$ cat src/rtl/burst_pkg.sv
// Shared types and helpers for the burst write splitter: FSM states and the
// per-burst beat-count rule (max length, remaining beats, boundary room).
package burst_pkg;

  typedef enum logic [1:0] {
    IDLE  = 2'd0,
    ISSUE = 2'd1,
    DRAIN = 2'd2
  } state_t;

  function automatic int unsigned beat_bytes_of(input int unsigned data_width);
    return data_width / 8;
  endfunction

  // Beats in the next burst: limited by what is left, by the maximum burst
  // length, and by the room before the next boundary multiple.
  function automatic logic [31:0] calc_burst_beats(
    input logic [31:0] addr,
    input logic [31:0] left,
    input logic [31:0] max_beats,
    input logic [31:0] boundary,
    input logic [31:0] beat_bytes
  );
    logic [31:0] room;
    logic [31:0] beats;
    room  = (boundary - (addr & (boundary - 32'd1))) / beat_bytes;
    beats = left;
    if (max_beats < beats) beats = max_beats;
    if (room < beats) beats = room;
    return beats;
  endfunction

endpackage

$ cat src/rtl/burst_write_splitter_skid.sv
// Two-entry valid/ready skid buffer with registered outputs; keeps full
// throughput while breaking the ready path from downstream to upstream.
module burst_skid_buffer #(
  parameter int WIDTH = 32
) (
  input  logic             clk,
  input  logic             rst_n,
  input  logic [WIDTH-1:0] up_data,
  input  logic             up_valid,
  output logic             up_ready,
  output logic [WIDTH-1:0] dn_data,
  output logic             dn_valid,
  input  logic             dn_ready
);

  logic [WIDTH-1:0] skid_data;
  logic             skid_valid;

  assign up_ready = !skid_valid;

  always_ff @(posedge clk) begin
    if (!rst_n) begin
      dn_data    <= '0;
      dn_valid   <= 1'b0;
      skid_data  <= '0;
      skid_valid <= 1'b0;
    end else if (dn_ready || !dn_valid) begin
      // Output slot frees up: the oldest held beat moves forward first.
      if (skid_valid) begin
        dn_data    <= skid_data;
        dn_valid   <= 1'b1;
        skid_valid <= 1'b0;
      end else begin
        dn_valid <= up_valid;
        if (up_valid) dn_data <= up_data;
      end
    end else if (up_valid && up_ready) begin
      skid_data  <= up_data;
      skid_valid <= 1'b1;
    end
  end

endmodule

$ cat src/rtl/burst_write_splitter.sv
// Splits one write command into boundary-safe bursts on the address channel
// and forwards the command's data beats through a skid buffer.
module burst_write_splitter
  import burst_pkg::*;
#(
  parameter int DATA_WIDTH       = 32,
  parameter int ADDR_WIDTH       = 32,
  parameter int MAX_BURST_LENGTH = 4,
  parameter int CMD_LEN_WIDTH    = 16,
  parameter int BOUNDARY_BYTES   = 4096
) (
  input  logic                     clk,
  input  logic                     rst_n,
  input  logic [ADDR_WIDTH-1:0]    c_addr,
  input  logic [CMD_LEN_WIDTH-1:0] c_len,
  input  logic                     c_valid,
  output logic                     c_ready,
  input  logic [DATA_WIDTH-1:0]    s_data,
  input  logic                     s_valid,
  output logic                     s_ready,
  output logic [ADDR_WIDTH-1:0]    d_addr,
  output logic [7:0]               d_length,
  output logic                     d_addr_valid,
  input  logic                     d_addr_ready,
  output logic [DATA_WIDTH-1:0]    d_data,
  output logic                     d_data_valid,
  input  logic                     d_data_ready,
  output logic                     busy,
  output logic                     cmd_done
);

  localparam int BEAT_BYTES = int'(beat_bytes_of(DATA_WIDTH));
  localparam int LEFT_W     = CMD_LEN_WIDTH + 1;
  localparam logic [ADDR_WIDTH-1:0] ALIGN_MASK = ~ADDR_WIDTH'(BEAT_BYTES - 1);

  state_t                  state, state_n;
  logic [ADDR_WIDTH-1:0]   addr, addr_n, d_addr_n;
  logic [LEFT_W-1:0]       addr_left, addr_left_n;
  logic [LEFT_W-1:0]       data_left, data_left_n;
  logic [7:0]              d_length_n;
  logic                    d_addr_valid_n, cmd_done_n;
  logic [31:0]             beats;
  logic [8:0]              hs_beats;
  logic                    c_hs, a_hs, s_hs, buf_ready, data_open;

  assign c_ready   = (state == IDLE) && !cmd_done;
  assign busy      = (state != IDLE);
  assign data_open = (data_left != '0);
  assign s_ready   = data_open && buf_ready;
  assign c_hs      = c_valid && c_ready;
  assign a_hs      = d_addr_valid && d_addr_ready;
  assign s_hs      = s_valid && s_ready;

  assign beats    = calc_burst_beats(32'(addr), 32'(addr_left), 32'(MAX_BURST_LENGTH),
                                     32'(BOUNDARY_BYTES), 32'(BEAT_BYTES));
  // Size of the burst currently on the channel, recovered from its length field.
  assign hs_beats = {1'b0, d_length} + 9'd1;

  always_comb begin
    state_n        = state;
    addr_n         = addr;
    addr_left_n    = addr_left;
    data_left_n    = data_left - LEFT_W'(s_hs);
    d_addr_n       = d_addr;
    d_length_n     = d_length;
    d_addr_valid_n = d_addr_valid;
    cmd_done_n     = 1'b0;
    case (state)
      IDLE: begin
        if (c_hs) begin
          addr_n      = c_addr & ALIGN_MASK;
          addr_left_n = {1'b0, c_len} + LEFT_W'(1);
          data_left_n = {1'b0, c_len} + LEFT_W'(1);
          state_n     = ISSUE;
        end
      end
      ISSUE: begin
        if (!d_addr_valid) begin
          d_addr_n       = addr;
          d_length_n     = 8'(beats - 32'd1);
          d_addr_valid_n = 1'b1;
        end else if (a_hs) begin
          d_addr_valid_n = 1'b0;
          addr_n         = addr + ADDR_WIDTH'(32'(hs_beats) * 32'(BEAT_BYTES));
          addr_left_n    = addr_left - LEFT_W'(hs_beats);
          if (addr_left == LEFT_W'(hs_beats)) state_n = DRAIN;
        end
      end
      DRAIN: begin
        // Done only once every beat has also left the skid buffer.
        if (!data_open && !d_data_valid) begin
          state_n    = IDLE;
          cmd_done_n = 1'b1;
        end
      end
      default: state_n = IDLE;
    endcase
  end

  always_ff @(posedge clk) begin
    if (!rst_n) begin
      state        <= IDLE;
      addr         <= '0;
      addr_left    <= '0;
      data_left    <= '0;
      d_addr       <= '0;
      d_length     <= '0;
      d_addr_valid <= 1'b0;
      cmd_done     <= 1'b0;
    end else begin
      state        <= state_n;
      addr         <= addr_n;
      addr_left    <= addr_left_n;
      data_left    <= data_left_n;
      d_addr       <= d_addr_n;
      d_length     <= d_length_n;
      d_addr_valid <= d_addr_valid_n;
      cmd_done     <= cmd_done_n;
    end
  end

  burst_skid_buffer #(
    .WIDTH(DATA_WIDTH)
  ) u_data_skid (
    .clk     (clk),
    .rst_n   (rst_n),
    .up_data (s_data),
    .up_valid(s_valid && data_open),
    .up_ready(buf_ready),
    .dn_data (d_data),
    .dn_valid(d_data_valid),
    .dn_ready(d_data_ready)
  );

endmodule

$ cat config.mk
export PLATFORM = sky130hd
export DESIGN_NAME = burst_write_splitter
export DESIGN_NICKNAME = d
export VERILOG_FILES = /design/src/rtl/burst_pkg.sv /design/src/rtl/burst_write_splitter_skid.sv /design/src/rtl/burst_write_splitter.sv
export SDC_FILE = /design/constraint.sdc
export NUM_CORES = 1
export LEC_CHECK = 0
export CORE_ASPECT_RATIO = 1.2
export CORE_UTILIZATION = 60
export CTS_BUF_LIST = sky130_fd_sc_hd__clkbuf_2 sky130_fd_sc_hd__clkbuf_4 sky130_fd_sc_hd__clkbuf_8
export DETAILED_ROUTE_END_ITERATION = 8
export PLACE_DENSITY = 0.88
export SYNTH_ARGS = -nofsm -noshare
export SYNTH_HDL_FRONTEND = slang
export SYNTH_HIERARCHICAL = 1
export SYNTH_SLANG_ARGS = --single-unit
$ cat constraint.sdc
create_clock -name clk -period 11.5 [get_ports clk]
set_input_delay 1.725 -clock clk [delete_from_list [all_inputs] [get_ports clk]]
set_output_delay 1.725 -clock clk [all_outputs]
set_load 0.01 [all_outputs]
**Yosys cells after proc, flatten, opt, wreduce, memory -nomap -nowiden**

Index checks and enable logic that the tools add are counted.

- Flip-flop bits (word level): 176
- Input port bits: 86
- Output and inout port bits: 78
- Logic and storage cells: 81

- Add/sub/neg operators: 7
- Order comparisons: 2
- Equal/unequal tests: 8
- Muxes and demuxes: 24
- Bitwise operators: 3
- Reduce and logical (&&, ||, !) cells: 25

Operator list:

| kind | number |
|---|---|
| 32-bit two-way mux | 5 |
| 17-bit two-way mux | 6 |
| 32-bit one-hot mux with 2 select lines | 1 |
| 17-bit one-hot mux with 2 select lines | 1 |
| 32-bit by 11-bit adder with 32-bit output | 1 |
| 30-bit by 17-bit < comparator with 1-bit output | 1 |
| 16-bit by 1-bit adder with 17-bit output (second input constant) | 1 |
| 17-bit by 9-bit equality test with 1-bit output | 1 |
| 3-bit by 17-bit < comparator with 1-bit output (first input constant) | 1 |
| 17-bit nonzero test | 1 |
| 17-bit by 1-bit subtractor with 17-bit output | 1 |
| 17-bit by 9-bit subtractor with 17-bit output | 1 |
| 13-bit by 12-bit subtractor with 14-bit output (first input constant) | 1 |
| 2-bit two-way mux | 5 |
| 2-bit != test (second input constant) | 5 |
| 8-bit by 1-bit adder with 9-bit output (second input constant) | 1 |
| 1-bit logical AND | 8 |
| 8-bit two-way mux | 1 |
| 2-bit AND reduction | 4 |
| 8-bit by 1-bit subtractor with 8-bit output (second input constant) | 1 |
| 2-bit one-hot mux with 3 select lines | 1 |
| 2-bit nonzero test | 3 |
| 5-bit AND reduction | 1 |
| 1-bit zero test | 4 |
| other kinds (8) | 13 |

**Longest topological paths before layout**

- Word-level depth: 6
- Gate-level depth with buffers: 18
- Depth with buffers taken out: 18

**By module**

The synthesis kept the hierarchy.

Modules (own cells, without submodules):

| module | times used | cells each | area an instance (µm²) | sequential area each (µm²) |
|---|---|---|---|---|
| burst_write_splitter | 1 | 878 | 6792.8 | 2122.0 |
| burst_skid_buffer | 1 | 298 | 2849.0 | 1321.3 |

**Worst setup path before layout**

No wires, ideal clock.

- Path kind: reg2reg
- From: register addr[6]
- To: register d_length[4]
- Library setup time: 0.070 ns
- Arrival: 3.754 ns
- Required time: 11.430 ns
- Setup slack: 7.676 ns
- Cell stages (with the launch flop): 17
- Path buffers: 1
- Clock period less this slack: 3.824 ns
- Path through: dfxtp_1 > buf_2 > or4_4 > nor4_1 > nand3_1 > xor2_1 > ha_1 > nand3_1 > or3_1 > o21ai_4 > mux2_4 > ha_1 > nand2b_1 > o21ai_0 > o21a_1 > mux2_1 > o21ai_1

- Cells in the longest elaborated chain, start to end: 4

RTL lines:

| item | line | RTL |
|---|---|---|
| from (decl) | burst_write_splitter.sv:37 | `logic [ADDR_WIDTH-1:0] addr, addr_n, d_addr_n;` |
| from (signal assigned) | burst_write_splitter.sv:112 | `addr <= addr_n;` |
| 13-bit by 12-bit subtractor with 14-bit output (*) | burst_pkg.sv:26 | `room = (boundary - (addr & (boundary - 32'd1))) / beat_bytes;` |
| 30-bit by 17-bit < comparator with 1-bit output | burst_pkg.sv:29 | `if (room < beats) beats = room;` |
| 8-bit two-way mux (*) | burst_pkg.sv:29 |  |
| 8-bit by 1-bit subtractor with 8-bit output (*) | burst_write_splitter.sv:80 | `d_length_n = 8'(beats - 32'd1);` |
| to (signal assigned) | burst_write_splitter.sv:116 | `d_length <= d_length_n;` |
| to (decl) | burst_write_splitter.sv:22 | `output logic [7:0] d_length,` |

Mark *: on every way between the ends. The rest lies on a longest branch, timed or not.
A chain may end at the register's enable or synchronous reset.

**Final worst setup path**

- From: register addr[4]
- To: register d_length[4]

The elaborated chain is that of the path after synthesis.

==> results.cfg <==
[drt]
dr.pass1.iters = 5
drt_iter0_drc = 719
vias = 9417
top_layer = met4
ant_nets = 0
drt-vias-per-instance = 6.199
wl_um = 26150
drt-met1-wl_um = 10180
wl_met3_um = 1948
drcViolationCount = 0
dr_wl_met2_um = 12860
wl_per_cell_um = 17.21

[yosys]
ys_warn_count = 6
synthTopCellsByCount = 201 x nand2_1, 172 x dfxtp_1, 68 x nand3_1, 62 x nor2_1, 61 x a21oi_1
synth_area_leader_cell = dfxtp_1
yosysSeqAreaShare_pct = 35.71
avgSynthCellArea_um2 = 8.199
postSynthCellCount = 1176
synth.top_cell.area_share_pct = 35.71
async_reset_ff_share_pct = 0
ys_types = 79
synth_seq_cells = 172
yosys_most_used_dff = dfxtp_1
synth_edf_count = 0
synthesis.area_um2 = 9642
synth_most_common_cell = nand2_1
synth_area_leaders = dfxtp_1 36%, nand2_1 7.8%, ha_1 4.4%

[cells_and_area]
insertedDiodeCount = 0
area.growth.synth_to_final_pct = 21.26
fin_area_um2 = 11690
nets = 1420
drive_above_1_share_pct = 6.255

[flow_run]
maxCapViolations = 0

[sta]
finalSetupViolCount = 0
layout_min_cycle_time_ns = 4.348
tightest_slew_ns = 1.149
final_hold_viol_count = 0
finalCritPeriodShare_pct = 37.81
max_slew_margin_pct = 23.40
tns_ns = 0
slew_violations = 0
grt_setup_unrepaired = no
fmax_mhz = 230.0
fin_worst_skew_ns = 0.01225

[floorplan]
die_x_um = 117.7
start_util_pct = 61.65
core_um2 = 15640
die_h_um = 140.9
io_pins = 164
num_rows = 50
die_area_um2 = 16580

[cts]
cts_sinks = 172
clk-insertion-delay-late_ns = 0.49
cts_resized = 0
clk_path_buf_depth = 2
cts_made_buffers = 17
root_buffer = clkbuf_8
clk_pin_slew_ns = 0.11
cts_hold_buffers = 0
cts_tree = built
postCtsSetupBuffers = 0
cts_max_level = 4

[power]
swShare_pct = 36.44
p_int_mw = 1.039
p_total_mw = 1.635
seqPwrFrac_pct = 42.8
p_switching_mw = 0.5958
leakagePower_nw = 4.424
p_clk_share_pct = 26.5
pwr_density_cell_nw_per_um2 = 139.8
ir_worst_vdd_v = 0.0001059
p_comb_share_pct = 30.7

[placed_design]
gp_congestion = 0.9577
hpwl_um = 18550
placed_area_um2 = 11280
io_buffers = 159

[setup_path]
critPathMaxStageDelay_ns = 0.59
worst_ep_arrival_time_ns = 4.77
path_depth = 15
crit_fanout = 10
critPathTopFamily = simple AND/OR/NAND/NOR gates
path_cells = or4_4, nor4_1, nand3_1, xor2_1, ha_1, nand3_1, or3_1, o21ai_4, mux2_4, ha_1, nand2b_1, o21ai_0, o21a_1, mux2_1, o21ai_1
rr_endpoint = d_length[4]
criticalPathCategory = flip-flop to flip-flop
worstSetupStartpoint = addr[4]
slowest_stage = or4_4
r2r-start = addr[4]
worst_ep_required_time_ns = 11.92
reg2reg_depth = 15
endpoint_kind = flip-flop
timing.critical_path.buf_inv = 0
reg2reg_slack_ns = 7.15
crit_end = d_length[4]
startpoint_type = flip-flop

[global_routing]
antenna_found_initial = 0
grt-ovfl-total = 0
grt_max_degree = 59
grt_pass1_vias = 8848
grt_first_pass_wirelength_um = 42410
grtUsageTotal_pct = 31.38

[outcome]
status = finished clean

[hold_path]
hold_class = flip-flop to flip-flop
-- worst register-to-register path: cells and delay by family (launching register included) --
kind	cells	cell delay, ns
xor+xnor	1	0.16
fa+ha+maj	2	0.56
mux	2	0.63
compound gates	4	0.68
flops	1	0.44
simple gates	6	1.82
-- logic make-up (layout without fill, tap and decap cells) --
family                   count (synthesis)  in the layout  synth area share (%)
flip-flops                             172            172                 35.71
multiplexers                            42             42                 4.477
AO/OA/AOI/OAI                          300            300                 21.96
other                                    2             10               0.07789
AND/OR/NAND/NOR                        470            470                 23.42
XOR/XNOR                                51             51                 4.633
buffers and inverters                  103            230                 4.892
adder cells (fa/ha/maj)                 36             36                 4.827
-- metal layers --
layer / up-vias / GRT usage, %
li1: 4493 / -
met1: 4426 / 35.46
met2: 411 / 55.08
met3: 87 / 7.201
met4: 0 / 16.33
met5: - / 0
-- power by group through the flow --
stage / clock, mW / combinational [mW] / sequential, mW
final: 0.433 / 0.502 / 0.700
after global routing: 0.465 / 0.549 / 0.707
after CTS: 0.436 / 0.497 / 0.698
after detailed placement: 0 / 0.492 / 0.711
after global placement: 0 / 0.479 / 0.709
after floorplan: 0 / 0.338 / 0.705
-- area by class of cell --
type | count | area [um^2]
Inverter | 25 | 93.84
Multi-Input combinational cell | 909 | 5791
Clock inverter | 15 | 176.4
Sequential cell | 172 | 3445
Fill cell | 1171 | 3949
Clock buffer | 17 | 234.0
Tap cell | 208 | 260.3
Timing Repair Buffer | 173 | 1692
-- registers in the layout, indices dropped and copies added (netlist names) --
signal	count
addr	30
addr_left	17
cmd_done	1
d_addr	30
d_addr_valid	1
d_length	8
data_left	17
state	2
u_data_skid/dn_data	32
u_data_skid/dn_valid	1
u_data_skid/skid_data	32
u_data_skid/skid_valid	1
-- how the worst min path moves through the flow --
stage / start / end / slack [ns] / depth (start not counted)
2_1_floorplan: u_data_skid/skid_data[0] / u_data_skid/skid_data[0] / 0.43 / 2
3_3_place_gp: u_data_skid/skid_data[31] / u_data_skid/skid_data[31] / 0.44 / 2
3_5_place_dp: d_addr[9] / d_addr[9] / 0.45 / 2
4_1_cts: d_addr[9] / d_addr[9] / 0.46 / 2
5_1_grt: d_addr[6] / d_addr[6] / 0.48 / 2
6_report: u_data_skid/skid_data[16] / u_data_skid/skid_data[16] / 0.46 / 2
-- placed cells by master, fill, tap and decap left out, types with 4 or more instances in the layout --
cell type	netlist	layout
nor3b_1	4	4
and2_1	5	5
a31oi_1	13	13
nor3_1	33	33
nand3_1	68	68
inv_1	23	23
o211ai_1	10	10
dfxtp_1	172	171
inv_8	0	4
and3_1	13	13
clkbuf_8	0	17
or3_1	5	5
and4_1	7	7
a311oi_1	19	19
conb_1	2	10
nor2_1	62	61
nor4_1	14	14
a21boi_1	33	33
a21oi_1	61	61
xor2_1	17	17
o21ai_0	42	42
mux2i_1	36	36
clkinv_8	0	5
nand2b_1	9	9
nand2_1	201	201
a21o_1	6	6
a211oi_1	31	31
a41oi_1	4	4
o21ai_1	10	10
buf_4	3	14
clkdlybuf4s50_1	0	158
xnor2_1	34	34
o21a_1	7	7
nand4_1	16	16
ha_1	34	34
o31a_1	4	4
o211a_1	33	33
or4_1	4	4
nor2b_1	5	4
-- stage by stage --
stage	util [%]	hold WS, ns	setup WS [ns]	instances
after floorplan	-	0.4347	7.676	1184
after global placement	72.13	0.4397	7.212	1487
after detailed placement	72.13	0.4463	7.173	1487
after CTS	74.75	0.4608	7.187	1519
after global routing	74.75	0.4770	6.936	1519
final	74.75	0.4575	7.152	1519
Note: power is estimated with default switching activity, not from simulation.
